$ cat config.mk
export PLATFORM = sky130hd
export DESIGN_NAME = des_f_pipe
export DESIGN_NICKNAME = d
export VERILOG_FILES = /design/src/rtl/des_f_pipe.sv
export SDC_FILE = /design/constraint.sdc
export NUM_CORES = 1
export LEC_CHECK = 0
export ABC_AREA = 0
export ABC_CLOCK_PERIOD_IN_PS = 1600
export CELL_PAD_IN_SITES_DETAIL_PLACEMENT = 0
export CELL_PAD_IN_SITES_GLOBAL_PLACEMENT = 1
export CORE_ASPECT_RATIO = 0.6
export CORE_MARGIN = 5
export CORE_UTILIZATION = 42
export CTS_BUF_LIST = sky130_fd_sc_hd__clkbuf_4
export DETAILED_ROUTE_END_ITERATION = 10
export HOLD_SLACK_MARGIN = 0.08
export PLACE_DENSITY = 0.85
export RECOVER_POWER = 100
export REMOVE_ABC_BUFFERS = 1
export SETUP_SLACK_MARGIN = 0.5
export SLEW_MARGIN = 0
export SYNTH_ARGS = -nofsm -noshare
export SYNTH_HDL_FRONTEND = slang
export SYNTH_HIERARCHICAL = 1
export SYNTH_SLANG_ARGS = --single-unit
$ cat constraint.sdc
create_clock -name clk -period 1.6 [get_ports clk]
set_clock_uncertainty 0.05 [all_clocks]
set_input_delay 0.24 -clock clk [delete_from_list [all_inputs] [get_ports clk]]
set_output_delay 0.24 -clock clk [all_outputs]
set_load 0.01 [all_outputs]
$ cat src/rtl/des_f_pipe.sv
// DES round function f(R,K) = P(S(E(R) xor K)) behind a valid/ready pipeline.
// Optional macro DES_F_PIPE2_EN adds a registered output stage after P (latency 2).
module des_sbox #(
    parameter logic [255:0] TBL = '0
) (
    input  logic [5:0] din,
    output logic [3:0] dout
);
    // Entry (row*16+col) sits at TBL[255-4*idx -: 4]; 255-4*idx == {~idx, 2'b11}.
    logic [5:0] idx;
    assign idx  = {din[5], din[0], din[4:1]};
    assign dout = TBL[{~idx, 2'b11} -: 4];
endmodule

module des_f_pipe (
    input  logic        clk,
    input  logic        rst_n,
    input  logic        in_valid,
    output logic        in_ready,
    input  logic [31:0] r_in,
    input  logic [47:0] k_in,
    output logic        out_valid,
    input  logic        out_ready,
    output logic [31:0] f_out,
    output logic        busy
);
    localparam int PT [32] = '{16, 7, 20, 21, 29, 12, 28, 17, 1, 15, 23, 26, 5, 18, 31, 10,
                               2, 8, 24, 14, 32, 27, 3, 9, 19, 13, 30, 6, 22, 11, 4, 25};

    // E: chunk c takes DES bits 4c..4c+5, wrapping 0->32 and 33->1.
    function automatic logic [47:0] e_exp(input logic [31:0] r);
        logic [47:0] e;
        int b;
        e = '0;
        for (int c = 0; c < 8; c++) begin
            for (int j = 0; j < 6; j++) begin
                b = 4 * c + j;
                if (b == 0) b = 32;
                else if (b == 33) b = 1;
                e[47 - (6 * c + j)] = r[32 - b];
            end
        end
        return e;
    endfunction

    function automatic logic [31:0] p_perm(input logic [31:0] s);
        logic [31:0] f;
        f = '0;
        for (int i = 0; i < 32; i++) f[31 - i] = s[32 - PT[i]];
        return f;
    endfunction

    logic [47:0] x;
    logic [31:0] s_d;
    logic [31:0] s_q;
    logic        v1;
    logic        rdy1;

    assign x = e_exp(r_in) ^ k_in;

    des_sbox #(.TBL(256'hE4D12FB83A6C5907_0F74E2D1A6CB9538_41E8D62BFC973A50_FC8249175B3EA06D))
        S_Box_1 (.din(x[47:42]), .dout(s_d[31:28]));
    des_sbox #(.TBL(256'hF18E6B34972DC05A_3D47F28EC01A69B5_0E7BA4D158C6932F_D8A13F42B67C05E9))
        S_Box_2 (.din(x[41:36]), .dout(s_d[27:24]));
    des_sbox #(.TBL(256'hA09E63F51DC7B428_D709346A285ECBF1_D6498F30B12C5AE7_1AD069874FE3B52C))
        S_Box_3 (.din(x[35:30]), .dout(s_d[23:20]));
    des_sbox #(.TBL(256'h7DE3069A1285BC4F_D8B56F03472C1AE9_A690CB7DF13E5284_3F06A1D8945BC72E))
        S_Box_4 (.din(x[29:24]), .dout(s_d[19:16]));
    des_sbox #(.TBL(256'h2C417AB6853FD0E9_EB2C47D150FA3986_421BAD78F9C5630E_B8C71E2D6F09A453))
        S_Box_5 (.din(x[23:18]), .dout(s_d[15:12]));
    des_sbox #(.TBL(256'hC1AF92680D34E75B_AF427C9561DE0B38_9EF528C3704A1DB6_432C95FABE17608D))
        S_Box_6 (.din(x[17:12]), .dout(s_d[11:8]));
    des_sbox #(.TBL(256'h4B2EF08D3C975A61_D0B7491AE35C2F86_14BDC37EAF680592_6BD814A7950FE23C))
        S_Box_7 (.din(x[11:6]), .dout(s_d[7:4]));
    des_sbox #(.TBL(256'hD2846FB1A93E50C7_1FD8A374C56B0E92_7B419CE206ADF358_21E74A8DFC90356B))
        S_Box_8 (.din(x[5:0]), .dout(s_d[3:0]));

`ifdef DES_F_PIPE2_EN
    logic [31:0] f_q;
    logic        v2;
    logic        rdy2;

    assign rdy2 = !v2 || out_ready;
    assign rdy1 = !v1 || rdy2;

    always_ff @(posedge clk or negedge rst_n) begin
        if (!rst_n) begin
            v2  <= 1'b0;
            f_q <= '0;
        end else if (rdy2) begin
            v2 <= v1;
            if (v1) f_q <= p_perm(s_q);
        end
    end

    assign out_valid = v2;
    assign f_out     = f_q;
    assign busy      = v1 | v2;
`else
    assign rdy1      = !v1 || out_ready;
    assign out_valid = v1;
    assign f_out     = p_perm(s_q);
    assign busy      = v1;
`endif

    // Data only loads on a real offer, so X on idle inputs never reaches s_q.
    always_ff @(posedge clk or negedge rst_n) begin
        if (!rst_n) begin
            v1  <= 1'b0;
            s_q <= '0;
        end else if (rdy1) begin
            v1 <= in_valid;
            if (in_valid) s_q <= s_d;
        end
    end

    assign in_ready = rdy1;
endmodule

== Word level (Yosys, flattened, before mapping) ==
Cells that the tools add are included.
Storage, ports and cells
  register bits after elaboration: 33
  input port bits: 84
  logic and storage cells: 22
Cells by class
  shift-type cells: 8
  bitwise operators: 9
  reductions and logical operators: 3
Operators by type and width (count)
  259-bit by 9-bit variable part select with 4-bit output (first input constant): 8
  6-bit NOT: 8
  48-bit XOR: 1
  2-bit AND reduction: 1
  1-bit logical NOT: 1
  1-bit logical OR: 1

== Longest topological paths before layout ==
Gate-level depths: netlist of the first run.
  word-level depth: 3
  mapped depth: 10

== Hierarchy ==
Netlist of the first run, hierarchy kept.
Modules (own cells, without submodules)
  des_f_pipe: times used 1, cells an instance 120, area each 1819.2 µm²
  des_sbox at S_Box_6: times used 1, cells an instance 107, area each 750.7 µm²
  des_sbox at S_Box_1: times used 1, cells an instance 90, area each 713.2 µm²
  des_sbox at S_Box_5: times used 1, cells an instance 84, area each 693.2 µm²
  des_sbox at S_Box_8: times used 1, cells an instance 94, area each 668.1 µm²
  des_sbox at S_Box_3: times used 1, cells an instance 81, area each 616.8 µm²
  des_sbox at S_Box_7: times used 1, cells an instance 83, area each 609.3 µm²
  des_sbox at S_Box_2: times used 1, cells an instance 84, area each 589.3 µm²
  des_sbox at S_Box_4: times used 1, cells an instance 73, area each 580.6 µm²

== Least setup slack after synthesis of the first run ==
Ideal clock, no wire load.
  path type: input to register
  start point: input port k_in[1]
  end point: register s_q[0]
  setup time: 0.125 ns
  arrival time: 2.719 ns
  path slack: -1.294 ns
  cell stages on the path: 8
  buffers on the path: 1
  cell sequence: xor2_1 inv_1 ha_1 buf_2 mux2_4 mux4_2 a211o_1 mux2_4
Between the ends
  word-level cells in the longest chain between the ends: 3
RTL lines
  start: declaration: line 21  | input logic [47:0] k_in,
  48-bit XOR: line 59  | assign x = e_exp(r_in) ^ k_in;
  6-bit NOT: line 12  | assign dout = TBL[{~idx, 2'b11} -: 4];
  259-bit by 9-bit variable part select with 4-bit output: line 12
  net s_d[0]: line 54  | logic [31:0] s_d;
  end signal: assignment: line 110  | s_q <= '0;
  end signal: assignment: line 113  | if (in_valid) s_q <= s_d;
  end: declaration: line 55  | logic [31:0] s_q;
The timed path passes the listed nets, and every way through them passes these cells.
A chain may end at the register's enable or synchronous reset.

== Final worst setup path of the first run ==
  start point: input port r_in[5]
  end point: register s_q[4]
Between the ends
  word-level cells in the longest chain between the ends: 3
RTL lines
  start: declaration: line 20  | input logic [31:0] r_in,
  48-bit XOR: line 59
  net x[8]: line 53  | logic [47:0] x;
  6-bit NOT: line 12
  259-bit by 9-bit variable part select with 4-bit output: line 12
  net s_d[4]: line 54
The timed path passes the listed nets, and every way through them passes these cells.

==> results by group, run 1 <==
Setup path
  – Startpoint Class: primary input
  – CP max stage cell: mux4_2
  – Worst Path Buf+Inv: 2
  – R2R Setup Slk: 0.15 ns
  – Crit end category: flip-flop
  – CP peak stage delay: 0.46 ns
  – Crit-path most repeated cell: mux2_4
  – Crit path required time: 1.82 ns
  – Setup CP Type: primary input to flip-flop
  – CP delay by family, top: multiplexers
  – R2R Path End: s_q[2]
  – Cell Chain, Critical Path: buf_6 > xor2_2 > inv_2 > ha_4 > nor2_4 > a21o_1 > mux4_2 > mux2_4 > mux2_4
  – Critical path peak fanout: 6
  – Depth of the worst register-to-register path: 5
  – Worst r2r src: busy
  – WP data arrival: 2.12 ns

Routing
  – Antenna-violating nets left: 0
  – Average via count per standard cell: 5.80
  – First-pass DRT Iterations: 5
  – Initial DRC count: 796
  – Vias: 8554
  – Avg WL per Cell: 20.4 µm
  – # DRC: 0
  – Wirelength, routed: 30200 µm

Die
  – Core Box Area: 0.0164 mm²
  – Initial Util: 43.1%
  – Row Count: 36
  – Die Wd: 177 µm
  – Die height: 110 µm
  – Die footprint: 0.0195 mm²
  – I/O Pins: 119

Place
  – Placed insts: 1317
  – Port bufs: 118
  – DP Wirelength: 16500 µm
  – Final Wtd Congestion: 0.977

Hold path
  – Hold depth: 2
  – Hold_sp: in_valid
  – Hold Path Sink: busy
  – Worst hold path type: primary input to flip-flop

Yosys
  – Share of the yosys chip area belonging to registers: 11.7%
  – Yosys warns: 6
  – Adder-Cell Fraction of Synth Area: 11.3%
  – Post-synthesis compound-gate area fraction: 23.6%
  – Post-synthesis mux area share: 18.8%
  – Ys flop type: dfrtp_1
  – Share of synthesized flip-flops with an asynchronous set or reset: 100%
  – Mapped Cells: 816
  – Simple-gate share of the synthesized area: 16.5%
  – Largest family of logic cells by synthesized area: compound AO/OA/AOI/OAI gates
  – XOR/XNOR Fraction of Synth Area: 8.09%
  – Synthesized area per cell: 8.63 µm²
  – Yosys reg bits: 33
  – Synth cell types: 96
  – EDFF count, synth: 0
  – Mapped cell area: 0.00704 mm²

Run status
  – Failing checks: setup timing
  – Status: finished with violations

Layout
  – Reg area: 826 µm²
  – Final Non-Filler Cells: 1476
  – Nets: 1394
  – Fill count: 953
  – Synthesis-to-layout area growth: 86.3%
  – Ant. Diodes: 0
  – Ratio of cells with drive above 1 in the final layout: 59.0%
  – Multi-input gate area: 0.00719 mm²

STA
  – Worst slew pin tran: 1.05 ns
  – FMAX: 526 MHz
  – Unrepaired setup endpoints after global routing: true
  – Final setup fails: 30
  – Final setup margin: -0.303 ns
  – Final Hold Viols: 0
  – Fin. max-slew vios: 0
  – Max_slew headroom: 29.9%
  – Min Tclk post-route: 1.90 ns
  – Final period util: 119%

CTS
  – CTS buffer count: 5
  – Clk_lat worst skew: 0.39 ns
  – CTS Buffer Depth: 2
  – Clk sinks: 33
  – Worst-path clk slew: 0.15 ns
  – Htree depth: 2
  – CTS tree: done
  – Clk root buf: clkbuf_4

Global routing
  – First-pass GRT wire length: 44800 µm
  – Largest net degree at the start of global routing: 34
  – Initial antenna violation count: 0
  – GRT overflow: 0
  – GRT Overall Usage: 28.3%
  – Vias in the first global route: 8270

Pwr
  – Cell leakage power: 0.00579 µW
  – Peak VDD IR: 0.441 mV
  – Final Power: 9540 µW
  – PwrDens: 728 mW/mm²

Flow run
  – MaxCap Viol Count: 0
[metrics by stage]
stage | hold WS (ns) | worst slack (ns) | cell area (µm²) | utilization [%] | setup TNS [ns]
2_1_floorplan | -0.106 | -1.68 | 6500 | - | -35.01
3_3_place_gp | 0.296 | -1.31 | 9870 | 60.4 | -34.02
3_5_place_dp | 0.296 | -1.39 | 9870 | 60.4 | -35.03
4_1_cts | 0.381 | -0.265 | 12500 | 76.5 | -2.87
5_1_grt | 0.464 | -0.307 | 13100 | 80.2 | -5.36
6_report | 0.462 | -0.303 | 13100 | 80.2 | -4.25
[synth_stat cells, types with 7 or more instances]
master	instances	area, µm²
ha_1	63	788
xor2_1	54	473
nor2_1	48	180
a21oi_1	47	235
nand2_1	46	173
inv_1	41	154
buf_2	38	190
mux2i_1	34	340
dfrtp_1	33	826
mux2_4	33	495
o21ai_0	27	135
nor3_1	22	110
nand2b_1	20	125
a211oi_1	18	135
mux4_2	17	383
o211ai_1	16	120
nor2b_1	15	93.8
clkbuf_1	13	48.8
buf_6	11	124
xnor2_1	11	96.3
a211o_1	9	78.8
nand3b_1	8	60.1
a31oi_1	7	43.8
mux2_2	7	78.8
[power by group]
group	switching (µW)	internal (µW)	total (µW)
combinational	3500	4120	7620
clock	438	160	598
sequential	187	1140	1320
[routing by layer]
metal,vias to the layer above,track usage (%),wire (µm)
li1,3825,-,-
met1,4180,40.5,13000
met2,465,46.3,13800
met3,84,4.02,2560
met4,0,5.19,779
met5,-,0,0
[worst reg2reg max path, cell delays in order, from the launching register on]
cell	delay (ns)
dfrtp_1	0.38
clkbuf_1	0.13
nand2b_2	0.11
nand2_4	0.14
buf_12	0.19
mux2_4	0.33
[cell type report]
type | instances | share of cell area [%]
multi-input cells | 663 | 54.8
repair buffers | 501 | 35.0
flip-flops and latches | 33 | 6.30
well taps | 228 | 2.17
inverters | 43 | 1.36
clock buffers | 5 | 0.286
clock inverters | 3 | 0.0954
[cell usage in the layout, fill, tap and decap left out, types with 9 or more instances in the layout]
master / n
a21oi_2: 9
nor2_4: 16
dfrtp_1: 33
a211oi_1: 12
buf_4: 260
ha_2: 10
xor2_1: 14
nand2b_1: 14
xor2_2: 20
buf_2: 19
nor3_1: 18
o211ai_1: 16
buf_8: 21
inv_2: 18
mux2_4: 37
buf_6: 107
mux2i_1: 34
clkbuf_1: 35
xnor2_1: 9
a211o_1: 9
o21ai_0: 16
nand2_2: 9
a21oi_1: 37
ha_1: 19
buf_12: 14
mux4_2: 18
nor2b_1: 13
dlygate4sd2_1: 17
ha_4: 34
xor2_4: 20
nor2_1: 31
o21ai_1: 12
inv_1: 18
nand2_1: 36
[cell families after synthesis]
family,count (synthesis)
flip-flops,33
buffers and inverters,120
AND/OR/NAND/NOR,217
multiplexers,92
adder cells (fa/ha/maj),64
XOR/XNOR,65
AO/OA/AOI/OAI,225
[worst max path at each step]
| stage | startpoint | endpoint | slack (ns) | depth (start not counted) |
|---|---|---|---|---|
| detailed placement | r_in[0] | s_q[0] | -1.39 | 8 |
| finish | r_in[5] | s_q[4] | -0.30 | 9 |
| floorplan | r_in[15] | s_q[12] | -1.68 | 6 |
| global route | r_in[5] | s_q[4] | -0.31 | 9 |
| CTS | r_in[0] | s_q[0] | -0.26 | 8 |
| global placement | r_in[0] | s_q[0] | -1.31 | 10 |
[state kept, by name, indices dropped and copies added (netlist names)]
| register | flops |
|---|---|
| s_q | 32 |
| busy | 1 |
[repair_timing]
action,4_1_cts,5_1_grt
setup buffers,98,36
cloned,16,0
gates resized for setup,776,119
endpoints found under the setup margin,67,67
endpoints found under the hold margin,33,0
hold buffers,1,0
pin swaps,154,73
(Power assumes the default switching activity.)
==> inputs of run 2 (changes only) <==
--- a/config.mk
+++ b/config.mk
@@ -7,13 +7,16 @@
 export LEC_CHECK = 0
 export ABC_AREA = 0
 export ABC_CLOCK_PERIOD_IN_PS = 1600
+export CAP_MARGIN = 20
 export CELL_PAD_IN_SITES_DETAIL_PLACEMENT = 0
 export CELL_PAD_IN_SITES_GLOBAL_PLACEMENT = 1
 export CORE_ASPECT_RATIO = 0.6
 export CORE_MARGIN = 5
 export CORE_UTILIZATION = 42
 export CTS_BUF_LIST = sky130_fd_sc_hd__clkbuf_4
+export CTS_CLUSTER_DIAMETER = 60
 export DETAILED_ROUTE_END_ITERATION = 10
+export GPL_TIMING_DRIVEN = 1
 export HOLD_SLACK_MARGIN = 0.08
 export PLACE_DENSITY = 0.85
 export RECOVER_POWER = 100
==> results of run 2 <==
Same layout as run 1: the final DEF is identical, and so are final timing and power.
